===== config.mk =====
export PLATFORM = sky130hd
export DESIGN_NAME = spawn_piece_placer
export DESIGN_NICKNAME = d
export VERILOG_FILES = /design/src/rtl/spawn_piece_placer.sv
export SDC_FILE = /design/constraint.sdc
export NUM_CORES = 1
export LEC_CHECK = 0
export ABC_CLOCK_PERIOD_IN_PS = 3800
export BUFFER_PORTS_ARGS = -buffer_cell sky130_fd_sc_hd__buf_2
export CAP_MARGIN = 20
export CELL_PAD_IN_SITES_DETAIL_PLACEMENT = 0
export CELL_PAD_IN_SITES_GLOBAL_PLACEMENT = 1
export CORE_MARGIN = 2
export CORE_UTILIZATION = 45
export DETAILED_ROUTE_END_ITERATION = 12
export PLACE_DENSITY_LB_ADDON = 0.1
export SKIP_CTS_REPAIR_TIMING = 1
export SYNTH_ARGS = -nofsm -noshare
export SYNTH_HDL_FRONTEND = slang
export SYNTH_SLANG_ARGS = --single-unit

===== constraint.sdc =====
create_clock -name clk -period 3.8 [get_ports clk]
set_input_delay 0.19 -clock clk [delete_from_list [all_inputs] [get_ports clk]]
set_output_delay 0.19 -clock clk [all_outputs]
set_load 0.03 [all_outputs]

===== src/rtl/spawn_piece_placer.sv =====
// spawn_piece_placer
//
// Collects the four spawn cells of a new piece from the piece generator and
// checks each one against the board (bounds and occupancy). A clean spawn is
// written into the board and handed to the falling-piece controller. A blocked
// spawn raises the sticky game_over flag. If the generator never signals done,
// the request is aborted with place_err.
//
// Ports:
//   clk, reset          clock; synchronous active-low reset
//   start               single-cycle spawn request (only accepted when idle)
//   gen_*               piece generator handshake and streamed cells
//   board_rd_*          board read port (data returns one cycle later)
//   board_we/board_wr_* board write port
//   cell_i, cell_j      committed cells, cell k at bits [5k+4:5k]
//   active_type         committed piece type
//   busy                high in every state except IDLE
//   place_done          one-cycle pulse at the end of every request
//   place_err           qualifies place_done: 1 = generator timeout abort
//   game_over           sticky spawn-collision flag
//
// Build option:
//   SPAWN_OVERWRITE_EN  when defined, a colliding piece is still written
//                       (in-bounds cells only) before game_over is raised.
//
// Piece encoding: NULL_PIECE marks an empty board cell.

`ifndef NULL_PIECE
`define NULL_PIECE 3'd7
`endif

module spawn_piece_placer #(
    parameter int ROWS            = 20,
    parameter int COLS            = 10,
    parameter int COLLECT_TIMEOUT = 7
) (
    input  logic        clk,
    input  logic        reset,
    input  logic        start,
    output logic        gen_enable,
    output logic        gen_real_generate,
    input  logic [4:0]  gen_pos_i,
    input  logic [4:0]  gen_pos_j,
    input  logic [2:0]  gen_piece_type,
    input  logic        gen_done,
    output logic [4:0]  board_rd_i,
    output logic [4:0]  board_rd_j,
    input  logic [2:0]  board_rd_data,
    output logic        board_we,
    output logic [4:0]  board_wr_i,
    output logic [4:0]  board_wr_j,
    output logic [2:0]  board_wr_data,
    output logic [19:0] cell_i,
    output logic [19:0] cell_j,
    output logic [2:0]  active_type,
    output logic        busy,
    output logic        place_done,
    output logic        place_err,
    output logic        game_over
);

    localparam logic [4:0]    ROW_LIM  = 5'(ROWS);
    localparam logic [4:0]    COL_LIM  = 5'(COLS);
    localparam int            TW       = $clog2(COLLECT_TIMEOUT + 1);
    localparam logic [TW-1:0] TMO_LAST = TW'(COLLECT_TIMEOUT - 1);

    typedef enum logic [2:0] {
        S_IDLE,
        S_COLLECT,
        S_CHECK,
        S_WRITE,
        S_FAIL
    } state_t;

    state_t           state_reg, state_next;
    logic [3:0][4:0]  slot_i_reg, slot_i_next;
    logic [3:0][4:0]  slot_j_reg, slot_j_next;
    logic [2:0]       type_reg, type_next;
    logic [2:0]       cap_cnt_reg, cap_cnt_next;
    logic [TW-1:0]    tmo_cnt_reg, tmo_cnt_next;
    logic [2:0]       seq_cnt_reg, seq_cnt_next;
    logic             collide_reg, collide_next;
    logic             gen_enable_reg, gen_enable_next;
    logic             place_done_reg, place_done_next;
    logic             place_err_reg, place_err_next;
    logic             game_over_reg, game_over_next;
    logic [19:0]      cell_i_reg, cell_i_next;
    logic [19:0]      cell_j_reg, cell_j_next;
    logic [2:0]       active_type_reg, active_type_next;

    logic [3:0]       slot_ok;
    logic [1:0]       rd_slot, cmp_slot, wr_slot;

    // A slot is usable on the board only if both coordinates are in range.
    for (genvar gi = 0; gi < 4; gi++) begin : g_slot_ok
        assign slot_ok[gi] = (slot_i_reg[gi] < ROW_LIM) && (slot_j_reg[gi] < COL_LIM);
    end

    always_ff @(posedge clk) begin
        if (!reset) begin
            state_reg       <= S_IDLE;
            slot_i_reg      <= '0;
            slot_j_reg      <= '0;
            type_reg        <= `NULL_PIECE;
            cap_cnt_reg     <= '0;
            tmo_cnt_reg     <= '0;
            seq_cnt_reg     <= '0;
            collide_reg     <= 1'b0;
            gen_enable_reg  <= 1'b0;
            place_done_reg  <= 1'b0;
            place_err_reg   <= 1'b0;
            game_over_reg   <= 1'b0;
            cell_i_reg      <= '0;
            cell_j_reg      <= '0;
            active_type_reg <= `NULL_PIECE;
        end else begin
            state_reg       <= state_next;
            slot_i_reg      <= slot_i_next;
            slot_j_reg      <= slot_j_next;
            type_reg        <= type_next;
            cap_cnt_reg     <= cap_cnt_next;
            tmo_cnt_reg     <= tmo_cnt_next;
            seq_cnt_reg     <= seq_cnt_next;
            collide_reg     <= collide_next;
            gen_enable_reg  <= gen_enable_next;
            place_done_reg  <= place_done_next;
            place_err_reg   <= place_err_next;
            game_over_reg   <= game_over_next;
            cell_i_reg      <= cell_i_next;
            cell_j_reg      <= cell_j_next;
            active_type_reg <= active_type_next;
        end
    end

    always_comb begin
        state_next       = state_reg;
        slot_i_next      = slot_i_reg;
        slot_j_next      = slot_j_reg;
        type_next        = type_reg;
        cap_cnt_next     = cap_cnt_reg;
        tmo_cnt_next     = tmo_cnt_reg;
        seq_cnt_next     = seq_cnt_reg;
        collide_next     = collide_reg;
        gen_enable_next  = gen_enable_reg;
        place_done_next  = 1'b0;
        place_err_next   = 1'b0;
        game_over_next   = game_over_reg;
        cell_i_next      = cell_i_reg;
        cell_j_next      = cell_j_reg;
        active_type_next = active_type_reg;
        board_rd_i       = '0;
        board_rd_j       = '0;
        board_we         = 1'b0;
        board_wr_i       = '0;
        board_wr_j       = '0;
        board_wr_data    = `NULL_PIECE;
        rd_slot          = seq_cnt_reg[1:0];
        cmp_slot         = seq_cnt_reg[1:0] - 2'd1;
        wr_slot          = seq_cnt_reg[1:0];

        case (state_reg)
            S_IDLE: begin
                if (start && !game_over_reg) begin
                    state_next      = S_COLLECT;
                    gen_enable_next = 1'b1;
                    cap_cnt_next    = '0;
                    tmo_cnt_next    = '0;
                    collide_next    = 1'b0;
                end
            end

            S_COLLECT: begin
                if (gen_done && cap_cnt_reg == 3'd4) begin
                    gen_enable_next = 1'b0;
                    seq_cnt_next    = '0;
                    state_next      = S_CHECK;
                end else begin
                    // A stalled generator may keep streaming; extra cells are dropped.
                    if (!gen_done && cap_cnt_reg != 3'd4) begin
                        slot_i_next[cap_cnt_reg[1:0]] = gen_pos_i;
                        slot_j_next[cap_cnt_reg[1:0]] = gen_pos_j;
                        if (cap_cnt_reg == 3'd0) begin
                            type_next = gen_piece_type;
                        end
                        cap_cnt_next = cap_cnt_reg + 3'd1;
                    end
                    if (tmo_cnt_reg == TMO_LAST) begin
                        gen_enable_next = 1'b0;
                        place_done_next = 1'b1;
                        place_err_next  = 1'b1;
                        state_next      = S_IDLE;
                    end else begin
                        tmo_cnt_next = tmo_cnt_reg + 1'b1;
                    end
                end
            end

            // Read slot n in CHECK cycle n, judge it in cycle n+1 when the
            // board data arrives; cycle 4 only judges slot 3.
            S_CHECK: begin
                if (seq_cnt_reg != 3'd4 && slot_ok[rd_slot]) begin
                    board_rd_i = slot_i_reg[rd_slot];
                    board_rd_j = slot_j_reg[rd_slot];
                end
                if (seq_cnt_reg != 3'd0) begin
                    if (!slot_ok[cmp_slot] || board_rd_data != `NULL_PIECE) begin
                        collide_next = 1'b1;
                    end
                end
                if (seq_cnt_reg == 3'd4) begin
                    seq_cnt_next = '0;
`ifdef SPAWN_OVERWRITE_EN
                    state_next   = S_WRITE;
`else
                    state_next   = collide_next ? S_FAIL : S_WRITE;
`endif
                end else begin
                    seq_cnt_next = seq_cnt_reg + 3'd1;
                end
            end

            S_WRITE: begin
                board_wr_data = type_reg;
                if (slot_ok[wr_slot]) begin
                    board_we   = 1'b1;
                    board_wr_i = slot_i_reg[wr_slot];
                    board_wr_j = slot_j_reg[wr_slot];
                end
                if (seq_cnt_reg == 3'd3) begin
                    seq_cnt_next = '0;
                    // Only reachable with collide set when overwrite is enabled.
                    if (collide_reg) begin
                        state_next = S_FAIL;
                    end else begin
                        cell_i_next      = slot_i_reg;
                        cell_j_next      = slot_j_reg;
                        active_type_next = type_reg;
                        place_done_next  = 1'b1;
                        state_next       = S_IDLE;
                    end
                end else begin
                    seq_cnt_next = seq_cnt_reg + 3'd1;
                end
            end

            S_FAIL: begin
                game_over_next  = 1'b1;
                place_done_next = 1'b1;
                state_next      = S_IDLE;
            end

            default: begin
                state_next = S_IDLE;
            end
        endcase
    end

    assign gen_enable        = gen_enable_reg;
    assign gen_real_generate = gen_enable_reg;
    assign cell_i            = cell_i_reg;
    assign cell_j            = cell_j_reg;
    assign active_type       = active_type_reg;
    assign busy              = (state_reg != S_IDLE);
    assign place_done        = place_done_reg;
    assign place_err         = place_err_reg;
    assign game_over         = game_over_reg;

endmodule

==> results_dict.tcl <==
set metrics [dict create \
    path_clk_slew_ns 0.10 \
    fillers 1057 \
    instances_no_fill 765 \
    first_pass_iters 6 \
    drt-total-wl_um 12500 \
    holdPathStages 3 \
    fin_crit_sh_pct 75.6 \
    p_seq_share_pct 57.1 \
    cp.required_ns 3.61 \
    drv_slew 0 \
    avgSynthCellArea_sq_um 8.74 \
    drive_gt1_share_pct 22.6 \
    synth_top_family_by_area "simple AND/OR/NAND/NOR gates" \
    r2r-start "cap_cnt_reg[0]" \
    wl_per_cell_um 16.3 \
    crit_chain "o21ai_1, nand3b_1, mux4_2, or2_1, nor2b_4, buf_2" \
    maxSlewHeadroom_pct 40.3 \
    via_per_inst 5.37 \
    synthAdderAreaFrac_pct 2.57 \
    ys_types 57 \
    synth_edf_count 0 \
    grt_pass1_vias 3998 \
    cts_buffers 9 \
    hold_class "in2reg" \
    netlist_area_sq_um 4860 \
    path_delay_family "simple AND/OR/NAND/NOR gates" \
    antenna_found_initial 0 \
    comb_power_share_pct 10.1 \
    skew_ns 0.0126 \
    port_buffers 90 \
    grt_pass1_wl_um 20500 \
    final_nets 654 \
    crit_cells 6 \
    cp_slowest_stage_delay_ns 0.59 \
    cap_violations 0 \
    synth_flop_cell "dfxtp_1" \
    die_y_um 108 \
    ioPinCount 93 \
    clk_path_buf_depth 2 \
    yosys.area_share.simple_pct 26.6 \
    postRouteAntennaNets 0 \
    crit_start "slot_j_reg[11]" \
    drt_iter0_markers 175 \
    htreeDepth 3 \
    r2r_end "type_reg[0]" \
    worst-path-buf-inv 1 \
    powerDensity_nw_per_um2 364 \
    overflow 0 \
    ys_top_cells_by_count "nand2_1 (142), dfxtp_1 (103), a21boi_0 (51), nand3_1 (51), a21boi_1 (30)" \
    dp_hpwl_um 8720 \
    synth_compound_area_share_pct 17.8 \
    ys_seq_area_share_pct 42.4 \
    rows 37 \
    yosysTopAreaCell "dfxtp_1" \
    postSynthCellCount 556 \
    synth_area_leaders "dfxtp_1 (42%), nand2_1 (11%), a21boi_0 (7.9%)" \
    reg2reg_slack_ns 1.33 \
    synth.mux.area_fraction_pct 4.92 \
    die_x_um 108 \
    crit_arrival_ns 2.68 \
    ys.warnings.count 0 \
    placedCellCount 749 \
    netlist.area_leader.share_pct 42.4 \
    synth_seq_cells 103 \
    die_area_sq_um 11600 \
    antenna_cells 0 \
    async_reset_ff_share_pct 0 \
    slowest_stage "or2_1" \
    worstMarginPinSlew_ns 0.895 \
    initial_utilization_pct 46.7 \
    num_vias 4109 \
    tritoncts "built" \
    clkPwrFrac_pct 32.8 \
    p_switching_uw 553 \
    grt_usage_pct 22.6 \
    gp_congestion 0.814 \
    ir_drop_mv 0.203 \
    r2r_cells 7 \
    final-hold-violation-count 0 \
    fin_tns_setup_ns 0 \
    worstSetupEndpoint "board_rd_i[2]" \
    synth.most_common_cell "nand2_1" \
    synthXorXnorAreaFrac_pct 0.180 \
    crit_type "reg2out" \
    fin_crit_ns 2.87 \
    finalSetupViolCount 0 \
    critPathMaxFanout 9 \
    grt_start_max_net_pins 103 \
    cp-end-kind "primary output" \
    clock_latency_ns 0.36 \
    status "completed" \
    p_sw_share_pct 27.7 \
    worstHoldStart "gen_piece_type[1]" \
    p_leak_uw 0.00208 \
    clock-sinks 103 \
    internal_power_uw 1450 \
    cp-start-kind "register" \
    drc_errors 0 \
    clock-root-buffer "clkbuf_8" \
    rsz0062_at_grt "no" \
    max_freq_mhz 348 \
    syn_to_final_growth_pct 13.1 \
    core_sq_um 10400 \
]
## worst min-delay path by stage
stage | to | slack (ns)
4_1_cts | type_reg[1] | 0.06
5_1_grt | type_reg[1] | 0.07
3_3_place_gp | cell_i[10] | 0.44
6_report | type_reg[1] | 0.07
3_5_place_dp | type_reg[0] | 0.43
2_1_floorplan | slot_i_reg[15] | 0.34
## per-stage QoR
stage	util [%]	area, sq um	hold slack, ns	power [uW]	worst slack, ns
global route	52.8	5500	0.0699	2090	0.805
finish	52.8	5500	0.0737	2000	0.927
detailed placement	51.0	5310	0.430	1370	1.30
floorplan	-	4860	0.336	1310	1.64
global placement	51.0	5310	0.440	1360	1.32
CTS	52.8	5500	0.0623	2020	0.887
## cells by family (layout without fill, tap and decap cells)
| logic type | Yosys count | after routing |
|---|---|---|
| buffers and inverters | 52 | 124 |
| other | 1 | 2 |
| adders and majority gates | 10 | 10 |
| AOI/OAI and AO/OA | 117 | 117 |
| xor gates and xnor gates | 1 | 1 |
| DFF | 103 | 103 |
| and+or+nand+nor | 261 | 261 |
| muxes | 11 | 11 |
## layer usage
metal	vias up	routed length, um	GRT usage, %
met5	-	0	0
met4	0	110	6.41
met3	6	770	3.87
met2	118	5980	37.2
met1	1950	5620	30.6
li1	2035	-	-
## power by group through the flow
| stage | Combinational (uW) | Clock [uW] | Sequential (uW) |
|---|---|---|---|
| 2_1_floorplan | 161 | 0 | 1150 |
| 3_3_place_gp | 199 | 0 | 1170 |
| 3_5_place_dp | 202 | 0 | 1170 |
| 4_1_cts | 203 | 674 | 1140 |
| 5_1_grt | 225 | 722 | 1150 |
| 6_report | 202 | 655 | 1140 |
## cell type report
type | instances | area [sq um] | share of cell area, %
Sequential cell | 103 | 2060 | 37.5
Timing Repair Buffer | 96 | 495 | 9.01
Tap cell | 136 | 170 | 3.10
Clock inverter | 5 | 42.5 | 0.774
Multi-Input combinational cell | 402 | 2540 | 46.2
Inverter | 12 | 45.0 | 0.819
Clock buffer | 11 | 141 | 2.57
## cell usage in the layout (no fill, tap or decap), types with 4 or more instances in the layout
cell type	count
o21a_1	4
buf_2	90
nor3_1	6
buf_4	6
nor2b_1	6
nand2_1	142
mux4_2	9
and2_1	9
or2_2	4
o21ai_0	5
inv_1	11
clkbuf_8	10
dfxtp_1	103
ha_1	10
nor2b_4	7
o21ai_1	5
a21boi_1	30
nand3_1	51
nand3b_1	6
a21boi_0	51
nor2_1	7
## worst register-to-register path, cell delays in order (launching register included)
cell	delay, ns
dfxtp_1	0.41
inv_1	0.09
ha_1	0.44
nand2_1	0.18
and4b_1	0.53
nand2_1	0.41
nand2_1	0.18
nand3_1	0.08
Power figures use the tool's default switching activity.
